===== src/rtl/ser_to_word_rx.sv =====
// Serial-to-word receiver: aligns on a repeated sync byte, then packs four
// MSB-first bytes into a 32-bit word with a one-cycle valid pulse.
module ser_to_word_rx #(
    parameter logic [7:0]  SYNC_BYTE = 8'hBC,
    parameter int unsigned SYNC_CNT  = 3
) (
    input  logic        t_clk,
    input  logic        rst_n,
    input  logic        rx_in,
    input  logic        resync,
    output logic [31:0] word_out,
    output logic        word_valid,
    output logic        locked
);

    typedef enum logic [1:0] {HUNT, CHECK, DATA} state_t;

    localparam logic [3:0] SYNC_TARGET = 4'(SYNC_CNT);

    // Only the low 7 bits of the shift history are ever needed to form the next byte.
    logic [6:0]  r_sr;
    logic [2:0]  r_bit_cnt;
    logic [1:0]  r_byte_idx;
    logic [3:0]  r_sync_cnt;
    state_t      r_state;
    logic [31:8] r_acc;
    logic [31:0] r_word;
    logic        r_valid;
    logic        r_locked;

    logic [7:0]  w_nxt;
    logic        w_byte_done;
    logic        w_is_sync;

    assign w_nxt       = {r_sr, rx_in};
    assign w_byte_done = (r_bit_cnt == 3'd7);
    assign w_is_sync   = (w_nxt == SYNC_BYTE);

    assign word_out   = r_word;
    assign word_valid = r_valid;
    assign locked     = r_locked;

    always_ff @(posedge t_clk) begin
        if (!rst_n) begin
            r_sr       <= '0;
            r_bit_cnt  <= '0;
            r_byte_idx <= '0;
            r_sync_cnt <= '0;
            r_state    <= HUNT;
            r_acc      <= '0;
            r_word     <= '0;
            r_valid    <= 1'b0;
            r_locked   <= 1'b0;
        end else begin
            r_sr      <= w_nxt[6:0];
            r_bit_cnt <= r_bit_cnt + 3'd1;
            r_valid   <= 1'b0;

            if (resync) begin
                r_state    <= HUNT;
                r_locked   <= 1'b0;
                r_byte_idx <= '0;
                r_sync_cnt <= '0;
            end else begin
                case (r_state)
                    HUNT: begin
                        // A sync match at any bit position defines the byte boundary.
                        if (w_is_sync) begin
                            r_bit_cnt  <= '0;
                            r_sync_cnt <= 4'd1;
                            r_byte_idx <= '0;
                            if (SYNC_CNT == 1) begin
                                r_state  <= DATA;
                                r_locked <= 1'b1;
                            end else begin
                                r_state <= CHECK;
                            end
                        end
                    end
                    CHECK: begin
                        if (w_byte_done) begin
                            if (w_is_sync) begin
                                r_sync_cnt <= r_sync_cnt + 4'd1;
                                if (r_sync_cnt + 4'd1 == SYNC_TARGET) begin
                                    r_state    <= DATA;
                                    r_locked   <= 1'b1;
                                    r_byte_idx <= '0;
                                end
                            end else begin
                                r_state    <= HUNT;
                                r_sync_cnt <= '0;
                            end
                        end
                    end
                    DATA: begin
                        // Sync bytes are idle filler only at a word boundary.
                        if (w_byte_done && !(r_byte_idx == 2'd0 && w_is_sync)) begin
                            case (r_byte_idx)
                                2'd0: r_acc[31:24] <= w_nxt;
                                2'd1: r_acc[23:16] <= w_nxt;
                                2'd2: r_acc[15:8]  <= w_nxt;
                                default: begin
                                    r_word  <= {r_acc[31:8], w_nxt};
                                    r_valid <= 1'b1;
                                end
                            endcase
                            r_byte_idx <= r_byte_idx + 2'd1;
                        end
                    end
                    default: r_state <= HUNT;
                endcase
            end
        end
    end

endmodule


===== config.mk =====
export PLATFORM = sky130hd
export DESIGN_NAME = ser_to_word_rx
export DESIGN_NICKNAME = d
export VERILOG_FILES = /design/src/rtl/ser_to_word_rx.sv
export SDC_FILE = /design/constraint.sdc
export NUM_CORES = 1
export LEC_CHECK = 0
export ABC_AREA = 1
export BUFFER_PORTS_ARGS = -buffer_cell sky130_fd_sc_hd__buf_4
export CAP_MARGIN = 15
export CORE_MARGIN = 2
export CORE_UTILIZATION = 45
export DETAILED_ROUTE_END_ITERATION = 12
export MAX_ROUTING_LAYER = met4
export PLACE_DENSITY = 0.67
export SYNTH_ARGS = -nofsm -noshare
export SYNTH_HDL_FRONTEND = slang
export SYNTH_SLANG_ARGS = --single-unit

===== constraint.sdc =====
create_clock -name t_clk -period 1.6 [get_ports t_clk]
set_clock_uncertainty 0.1 [all_clocks]
set_input_delay 0 -clock t_clk [delete_from_list [all_inputs] [get_ports t_clk]]
set_output_delay 0 -clock t_clk [all_outputs]
set_load 0.005 [all_outputs]

After elaboration in Yosys (flattened, before gate mapping)
Index checks and enable logic that the tools add are counted.
{"block": "totals", "reg_bits": 76, "latchBits": 0, "ram_bits": 0, "romBits": 0, "out_inout_bits": 34, "mem_count": 0}
{"block": "op_classes", "addsub": 3, "n_mul": 0, "div_mod_pow": 0, "n_lt_le_gt_ge": 0, "eq_ne": 13, "shifts": 0, "muxes": 19, "bitwise_logic": 5, "reduce_logical": 18}
{"op": "4-bit AND reduction", "count": 6}
{"op": "2-bit two-way mux", "count": 9}
{"op": "4-bit two-way mux", "count": 3}
{"op": "2-bit case mux with 3 select lines", "count": 2}
{"op": "2-bit inequality test (second input constant)", "count": 5}
{"op": "3-bit two-way mux", "count": 3}
{"op": "8-bit equality test (second input constant)", "count": 1}
{"op": "4-bit case mux with 2 select lines", "count": 1}
{"op": "6-bit AND reduction", "count": 1}
{"op": "1-bit NOT", "count": 5}
{"op": "4-bit by 1-bit adder with 4-bit output (second input constant)", "count": 1}
{"op": "2-bit by 1-bit equality test with 1-bit output (second input constant)", "count": 2}
{"op": "2-bit equality test (second input constant)", "count": 2}
{"op": "4-bit by 2-bit equality test with 1-bit output (second input constant)", "count": 1}
{"op": "2-bit zero test", "count": 2}
{"op": "4-bit OR reduction", "count": 1}
{"op": "3-bit by 1-bit adder with 3-bit output (second input constant)", "count": 1}
{"op": "3-bit equality test (second input constant)", "count": 1}
{"op": "3-bit inequality test (second input constant)", "count": 1}
{"op": "3-bit AND reduction", "count": 1}
{"op": "3-bit nonzero test", "count": 1}
{"op": "3-bit OR reduction", "count": 1}
{"op": "2-bit by 1-bit adder with 2-bit output (second input constant)", "count": 1}
{"op": "1-bit logical AND", "count": 2}
{"op": "4 further kinds", "count": 4}

Logic depth before layout (Yosys ltp)
Gate-level depths: netlist of run 1.
{"block": "logic_depth", "ltp_word": 6, "depth_mapped": 11}

Worst setup path after synthesis of run 1
No wires, ideal clock.
{"block": "synth_timing", "path_kind": "reg2reg", "from": "reg r_byte_idx[0]", "to": "reg r_word[23], in the netlist word_out[23]", "arrival_ns": 1.479, "required_time_ns": 1.365, "slack_ns": -0.114, "stages_incl_launch_ff": 11, "n_path_buf": 2, "path_cell_list": "dfxtp_1 inv_1 ha_1 clkbuf_1 nand3_2 nand2_4 nor2_8 nand3_4 buf_8 nand2_2 a21oi_2"}
{"block": "synth_via", "elab_chain_cells": 5, "word_cells_on_any_way": 9, "cone_classes": "eq/ne: 2; bitwise: 1; reduce/logical: 6"}
{"item": "from (decl)", "line": "23", "rtl": "logic [1:0] r_byte_idx;"}
{"item": "from (signal assigned)", "line": "107", "rtl": "r_byte_idx <= r_byte_idx + 2'd1;"}
{"item": "parallel branches: the longest is 4 deep, another holds 3-bit OR reduction"}
{"item": "4-bit AND reduction (no line) (*)"}
{"item": "to (signal assigned)", "line": "103", "rtl": "r_word <= {r_acc[31:8], w_nxt};"}
{"item": "to (decl)", "line": "27", "rtl": "logic [31:0] r_word;"}
Mark *: on every way between the ends.
A chain may end at the register's enable or synchronous reset.

Worst setup path in the final report of run 1
Ends and elaborated chain as after synthesis.

==> flow_summary.yaml, run 1 <==
sta:
  holdWs_ps: 168
  max_slew.worst_pin.slew_ps: 617
  rsz0062_at_grt: "true"
  setup_viol: 29
  finalCritPeriodShare_pct: 103
  fmaxAchievable_ghz: 0.609
  min_period_ps: 1640
  final_hold_viol_count: 0
  slew_headroom_pct: 58.9
  slew_viol_final: 0
  setup_slack_ps: -43.2
placement:
  portBuffers: 37
  dp_hpwl_um: 4870
  gp_congestion: 0.861
  place_ws_ps: -115
outcome:
  outcome: "finished with violations"
  violations: "setup timing"
detailed_routing:
  post_drt_via_cell_ratio: 5.18
  wire_per_inst_um: 13.4
  firstDrtPassIters: 4
  dr_total_vias: 2869
  drtAntennaViolNets: 0
  drc: 0
  drt-total-wl_um: 7440
  first_iter_violations: 95
synth:
  async_reset_ff_share_pct: 0
  netlist_area_um2: 3220
  ys_ff_latch: 76
  yosysTopAreaCellShare_pct: 47.2
  synth-edff-count: 0
  ys_warn_count: 0
  synth_nets: 409
  synth_cell_types: 27
  synth_area_leaders: "dfxtp_1 (47%), nand4_1 (11%), nand2_1 (8.9%)"
  dominantRegCellSynth: "dfxtp_1"
  yosysSeqAreaShare_pct: 47.2
  syn_area_per_cell_um2: 8.12
  syn_inst: 397
  yosysTopAreaCell: "dfxtp_1"
layout:
  final_common_cell: "dfxtp_1"
  fin_nets: 466
  post-route-util_pct: 62.1
  final_cell_mix: "dfxtp_1 (71), buf_4 (61), nand4_1 (59), nand2_1 (58), a21oi_1 (51)"
  nFillCells: 617
  syn_to_final_growth_pct: 32.3
  drive_gt1_share_pct: 32.1
  antennaDiodeCount: 0
critical_path:
  reg2reg_slack_ps: -40
  crit_fanout: 8
  r2r_cells: 9
  crit_type: "reg -> reg"
  timing.rr.start: "r_byte_idx[0]"
  worstSetupEndpointType: "flip-flop"
  reg2reg_to: "word_out[23]"
  crit_required_ps: 1720
  cp-start-kind: "flip-flop"
  crit_arrival_ps: 1760
global_routing:
  gr-total-overflow: 0
  grt_pass1_vias: 2577
  grt_max_degree: 58
  grt_usage_pct: 20.8
  grt_pass1_wl_um: 12200
  antenna_found_initial: 0
clocking:
  cts.sinks: 76
  clkSlewWorstSetupHoldPaths_ps: 70
  cts-root-buf: "clkbuf_8"
  insertion_delay_ps: 360
  cts_tree: "done"
  h-tree-depth: 3
  cts_buffers: 9
  cts_buffer_depth: 2
power_and_ir_drop:
  p_sw_uw: 744
  leakagePower_uw: 0.00160
  clkPwrFrac_pct: 41.1
  p_int_uw: 2690
  combPwrFrac_pct: 3.3
  p_sw_share_pct: 21.7
  power_density_nw_per_um2: 805
  ir_drop_v: 0.000498
  power_frac_seq_pct: 55.6
worst_hold_path:
  min_from: "rx_in"
  hp-class: "in -> reg"
  whs_endpoint: "r_byte_idx[0]"
  min_path_cells: 9
die:
  start_util_pct: 46.9
  io_pins: 38
  core-area_um2: 6870
  dieArea_um2: 7850
  fp.dieH_um: 88.6
  rows: 30
  die_w_um: 88.6
run:
  maxCapViolations: 0
kinds of logic (layout without fill, tap and decap cells):
logic type | after synthesis | in the layout | synth area share (%)
compound gates | 69 | 69 | 11.9
fa+ha+maj | 8 | 8 | 3.11
buf+inv | 59 | 120 | 8.04
flops | 76 | 76 | 47.2
simple gates | 185 | 185 | 29.7
cell usage after synthesis, types with 3 or more instances:
master / instances
dfxtp_1: 76
nor2_2: 4
clkbuf_1: 14
a21oi_2: 9
buf_2: 6
a21oi_1: 51
nor2_1: 20
buf_1: 4
nand2_2: 10
inv_1: 27
nand4_1: 59
inv_2: 3
ha_1: 8
o21ai_0: 7
nand3_1: 8
nand2_1: 76
routing by layer:
metal	vias to the layer above	wire (um)	track usage, %
met5	-	0	-
met4	0	115	7.44
met1	1346	3410	26.3
met3	10	237	5.32
met2	48	3680	32.2
li1	1465	-	-
layout make-up:
class	instances	area (um^2)	share of cell area, %
Timing Repair Buffer	74	672	15.8
Clock inverter	2	35.0	0.822
Sequential cell	76	1530	35.8
Clock buffer	13	149	3.49
Multi-Input combinational cell	262	1640	38.5
Tap cell	96	120	2.82
Inverter	31	119	2.79
worst max-delay path by stage:
stage | startpoint | depth (start not counted) | to | slack, ps
3_3_place_gp | r_bit_cnt[0] | 8 | r_sync_cnt[2] | -50
2_1_floorplan | r_byte_idx[1] | 10 | word_out[23] | -10
6_report | r_byte_idx[0] | 9 | word_out[23] | -40
5_1_grt | r_byte_idx[0] | 9 | word_out[9] | -120
4_1_cts | r_sr[2] | 9 | r_state[0] | -7
3_5_place_dp | r_bit_cnt[0] | 8 | r_sync_cnt[2] | -110
registers in the layout, summed over array words and instances, names as in the netlist:
register    flops
r_sync_cnt      4
locked          1
word_out       32
r_byte_idx      2
r_sr            7
r_bit_cnt       3
r_state         2
r_acc          24
word_valid      1
power groups by stage:
stage                     registers [uW]  logic (uW)  clock network, uW
final                               1910         113               1410
after global routing                1910         127               1520
after CTS                           1900         107               1440
after detailed placement            1950         100                  0
after global placement              1950        98.9                  0
after floorplan                     1950        59.7                  0
critical path: stages, from the launching register on:
cell and delay [ps]:
dfxtp_2 350, inv_4 50, ha_4 160, nand3_4 90, nand2_4 80, nor2_8 180, nand3_4 170, clkbuf_16 230
nand2_4 60, a21oi_2 40
what timing repair did:
item / CTS / global route
buffers inserted: 0 / 3
pin swaps: 2 / 16
resized for setup: 14 / 41
hold buffers: 3 / 0
hold endpoints to repair: 17 / 0
cloned: 0 / 2
endpoints found under the setup margin: 55 / 62
stage by stage:
step	cell area [um^2]	power, uW	instances	TNS (ps)
after detailed placement	3740	2050	531	-1970
final	4260	3430	554	-699
after CTS	4010	3450	549	-6.99
after global routing	4260	3560	554	-4650
after global placement	3740	2050	531	-665
after floorplan	3240	2010	397	-114
Power figures use the tool's default switching activity.
==> run 2, diff against run 1 <==
- GPL_ROUTABILITY_DRIVEN: default -> 0
- MAX_ROUTING_LAYER: met4 -> default
==> run 2 against run 1 <==
Effect of this change: the run still ends with setup timing left; combinational power about the same; sequential cell count unchanged; maximum frequency down 0.21%; global-route usage down 0.62 points; routed wire length up 0.71%; first-iteration DRC count up 72%; largest cell class unchanged; highest routed layer unchanged.
==> flow_summary.yaml, run 2 (synthesis gave the netlist of run 1 again) <==
outcome:
  outcome: "finished with violations"
  violations: "setup timing"
die:
  io_pins: 38
  start_util_pct: 46.9
  rows: 30
  core-area_um2: 6870
  dieArea_um2: 7850
  die_w_um: 88.6
  fp.dieH_um: 88.6
critical_path:
  cpPeakStageDelay_ps: 350
  cpMaxStageDelayCell: "dfxtp_2"
  timing.rr.start: "r_byte_idx[0]"
  crit_arrival_ps: 1770
  cp-start-kind: "flip-flop"
  cp-startpoint: "r_byte_idx[0]"
  cp_cell_sequence: "inv_4 -> ha_4 -> nand3_4 -> nand2_4 -> nor2_8 -> nand3_4 -> clkbuf_16 -> nand2_4 -> a21oi_2"
  worstSetupEndpointType: "flip-flop"
  crit_required_ps: 1720
  crit_fanout: 8
  crit_type: "reg -> reg"
placement:
  placed_cells: 531
  place_area_um2: 3740
  dp_hpwl_um: 4870
  portBuffers: 37
detailed_routing:
  drt-total-wl_um: 7500
  firstDrtPassIters: 4
  wl_met3_um: 304
  wire_per_inst_um: 13.5
  dr_total_vias: 2883
  drtAntennaViolNets: 0
  post_drt_via_cell_ratio: 5.20
  dr_wl_met2_um: 3740
  top_layer_used: "met4"
  wl_met1_um: 3330
  first_iter_violations: 163
  drc: 0
power_and_ir_drop:
  leakagePower_uw: 0.00160
  power_uw: 3440
  power_density_nw_per_um2: 806
  ir_drop_v: 0.000497
sta:
  min_period_ps: 1650
  fmaxAchievable_ghz: 0.607
  slew_headroom_pct: 58.8
  holdWs_ps: 168
  finalCritPeriodShare_pct: 103
  max_slew.worst_pin.slew_ps: 617
  setup_viol: 29
  slew_viol_final: 0
  setup_slack_ps: -46.7
  final_hold_viol_count: 0
  rsz0062_at_grt: "true"
global_routing:
  gr-total-overflow: 0
  grt_pass1_vias: 2578
  grt_pass1_wl_um: 12200
  grt_usage_pct: 20.1
  grt_max_degree: 58
  antenna_found_initial: 0
run:
  maxCapViolations: 0
layout:
  largest_register_ffs: 32
  antennaDiodeCount: 0
  fin_cells: 554
  post-route-util_pct: 62.2
  fin_nets: 466
  final_cell_mix: "dfxtp_1 (71), buf_4 (61), nand4_1 (59), nand2_1 (56), a21oi_1 (50)"
  final_common_cell: "dfxtp_1"
  syn_to_final_growth_pct: 32.6
  drive_gt1_share_pct: 32.8
  finalInstanceArea_um2: 4270
worst_hold_path:
  min_from: "rx_in"
  hp-class: "in -> reg"
clocking:
  cts_tree: "done"
  cts_buffers: 9
  cts-root-buf: "clkbuf_8"
  insertion_delay_ps: 360
  h-tree-depth: 3
  clkSlewWorstSetupHoldPaths_ps: 70
  cts_buffer_depth: 2
  cts.sinks: 76
## run 2: cell types whose count changed in the layout (fill, tap and decap cells not counted)
| cell | before | now |
|---|---|---|
| a21oi_1 | 51 | 50 |
| a21oi_2 | 9 | 10 |
| nand2_1 | 58 | 56 |
| nand2_2 | 19 | 21 |
## run 2: critical path, delay by kind of cell (launching register included)
family / cells / cell delay [ps]
fa+ha+maj: 1 / 160
simple gates: 5 / 580
flops: 1 / 350
buf+inv: 2 / 280
compound gates: 1 / 40
## run 2: cell type report
cell class                 instances  area [um^2]
clock buffer                      13          149
clock inverter                     2         35.0
fill                             618         2600
inverter                          31          119
multi-input combinational        262         1650
sequential                        76         1530
tap                               96          120
timing repair buffer              74          672
## run 2: repair_timing
| action | CTS | global route |
|---|---|---|
| hold endpoints to repair | 17 | 0 |
| resized for setup | 14 | 44 |
| endpoints found under the setup margin | 55 | 62 |
| hold buffers | 3 | 0 |
| cloned | 0 | 2 |
| pin swaps | 2 | 17 |
| buffers inserted | 0 | 3 |
## run 2: metal layers
metal / track usage (%) / vias up
met5: 0 / -
met4: 7.44 / 0
met3: 5.32 / 10
met2: 32.3 / 55
met1: 26.2 / 1350
li1: - / 1468
## run 2: stage by stage
step,setup slack (ps),setup TNS (ps)
after floorplan,-10.2,-114
after global placement,-54.4,-665
after detailed placement,-115,-1970
after CTS,-6.99,-6.99
after global routing,-124,-4750
final,-46.7,-801
## run 2: power breakdown
| part | switching [uW] | internal (uW) | leakage (uW) |
|---|---|---|---|
| sequential | 7.06 | 1900 | 0.000615 |
| combinational | 79.0 | 33.7 | 0.000890 |
| clock | 670 | 754 | 0.0000935 |
## run 2: worst paths after layout
path	endpoint	slack, ps	cells after the start
max	word_out[23]	-50	9
max reg2reg	word_out[23]	-50	9
min reg2reg	r_bit_cnt[0]	340	1
min	r_byte_idx[0]	170	9
==> run 3, diff against run 2 <==
==> constraint.sdc (replaced) <==
create_clock -name t_clk -period 1.6 [get_ports t_clk]
set_clock_uncertainty 0.1 [all_clocks]
set_input_delay 0.08 -clock t_clk [delete_from_list [all_inputs] [get_ports t_clk]]
set_output_delay 0.08 -clock t_clk [all_outputs]
set_load 0.005 [all_outputs]
==> run 3 against run 2 <==
Effect of this change: the run still ends with setup timing left; clock-buffer cell count is 3 lower; first-iteration DRC count is 0.61% higher; sequential power hardly changed; critical path type unchanged; highest routed layer unchanged.
==> flow_summary.yaml, run 3 (synthesis gave the netlist of run 1 again) <==
outcome:
  outcome: "finished with violations"
  violations: "setup timing"
placement:
  dp_hpwl_um: 4990
  portBuffers: 37
  place_ws_ps: -100
  place_area_um2: 3760
power_and_ir_drop:
  power_density_nw_per_um2: 884
  leakagePower_uw: 0.00167
  ir_drop_v: 0.000477
die:
  start_util_pct: 46.9
  core-area_um2: 6870
  rows: 30
  fp.dieH_um: 88.6
  io_pins: 38
  dieArea_um2: 7850
  die_w_um: 88.6
worst_hold_path:
  hp-class: "in -> reg"
  min_path_cells: 9
clocking:
  cts.sinks: 76
  cts-root-buf: "clkbuf_8"
  clkSlewWorstSetupHoldPaths_ps: 80
  cts_buffer_depth: 2
  cts_buffers: 9
  cts_tree: "done"
  h-tree-depth: 3
  insertion_delay_ps: 360
sta:
  max_slew.worst_pin.slew_ps: 399
  finalCritPeriodShare_pct: 101
  setup_slack_ps: -23.0
  rsz0062_at_grt: "true"
  min_period_ps: 1620
  slew_viol_final: 0
  holdWs_ps: 250
  setup_viol: 14
  fmaxAchievable_ghz: 0.616
  final_hold_viol_count: 0
  slew_headroom_pct: 73.4
detailed_routing:
  wire_per_inst_um: 14.6
  drtAntennaViolNets: 0
  dr_total_vias: 3012
  first_iter_violations: 164
  post_drt_via_cell_ratio: 5.37
  drc: 0
  drt-total-wl_um: 8160
  firstDrtPassIters: 4
layout:
  multi_input_comb_area_um2: 1710
  final_cell_mix: "dfxtp_1 (68), buf_4 (67), nand2_1 (59), nand4_1 (59), a21oi_1 (37)"
  fin_nets: 472
  syn_to_final_growth_pct: 38.4
  drive_gt1_share_pct: 37.0
  antennaDiodeCount: 0
  regArea_um2: 1540
  largest_register_ffs: 32
  finalInstanceArea_um2: 4460
  nFillCells: 587
  final_common_cell: "dfxtp_1"
run:
  maxCapViolations: 0
critical_path:
  r2r_cells: 9
  crit_required_ps: 1790
  crit_type: "reg -> reg"
  reg2reg_slack_ps: -20
  cp-start-kind: "flip-flop"
  crit_fanout: 16
  crit_arrival_ps: 1820
  worstSetupEndpointType: "flip-flop"
global_routing:
  gr-total-overflow: 0
  grt_usage_pct: 20.6
  grt_max_degree: 34
  antenna_found_initial: 0
  grt_pass1_vias: 2631
  grt_pass1_wl_um: 12300
## run 3: final cells by class
cell class | instances | area share, %
multi-input cells | 262 | 38.3
flip-flops and latches | 76 | 34.4
repair buffers | 80 | 16.1
clock inverters | 6 | 3.06
clock buffers | 10 | 2.86
well taps | 96 | 2.69
inverters | 31 | 2.61
## run 3: routing by layer
| layer | wire (um) | up-vias | GRT usage (%) |
|---|---|---|---|
| li1 | - | 1484 | - |
| met3 | 427 | 18 | 5.04 |
| met4 | 187 | 0 | 8.95 |
| met5 | 0 | - | 0 |
| met2 | 3980 | 79 | 32.7 |
| met1 | 3570 | 1431 | 26.7 |
## run 3: timing repair
item	in CTS	in global routing
hold buffers	3	0
buffers inserted	0	5
gates cloned	0	4
setup endpoints to repair	62	63
endpoints found under the hold margin	16	0
pin swaps	2	27
gates resized for setup	8	65
## run 3: final timing paths
path                                     from             to
worst max-delay path            r_byte_idx[0]    word_out[2]
worst min-delay path                    rx_in  r_byte_idx[0]
worst max register to register  r_byte_idx[0]    word_out[2]
worst min register to register   r_bit_cnt[0]   r_bit_cnt[0]
## run 3: metrics by stage
step / TNS, ps / std cells / utilization [%] / total power (uW)
final: -169 / 561 / 64.9 / 3940
after global routing: -2860 / 561 / 64.9 / 4070
after CTS: 0 / 552 / 59.4 / 3960
after global placement: -536 / 533 / 54.7 / 2050
after detailed placement: -2760 / 533 / 54.7 / 2050
after floorplan: -114 / 397 / - / 2010
## run 3: report_power, final
group / internal [uW] / switching [uW]
clock: 1200 / 720
sequential: 1900 / 7.76
combinational: 35.4 / 84.7
## run 3: worst max-delay path, stage by stage, from the launching register on
cell	delay (ps)
dfxtp_2	340
inv_2	50
ha_4	170
nand3_4	90
nand2_4	80
nor2_8	150
buf_4	140
buf_12	130
nand4_1	140
a21oi_2	170
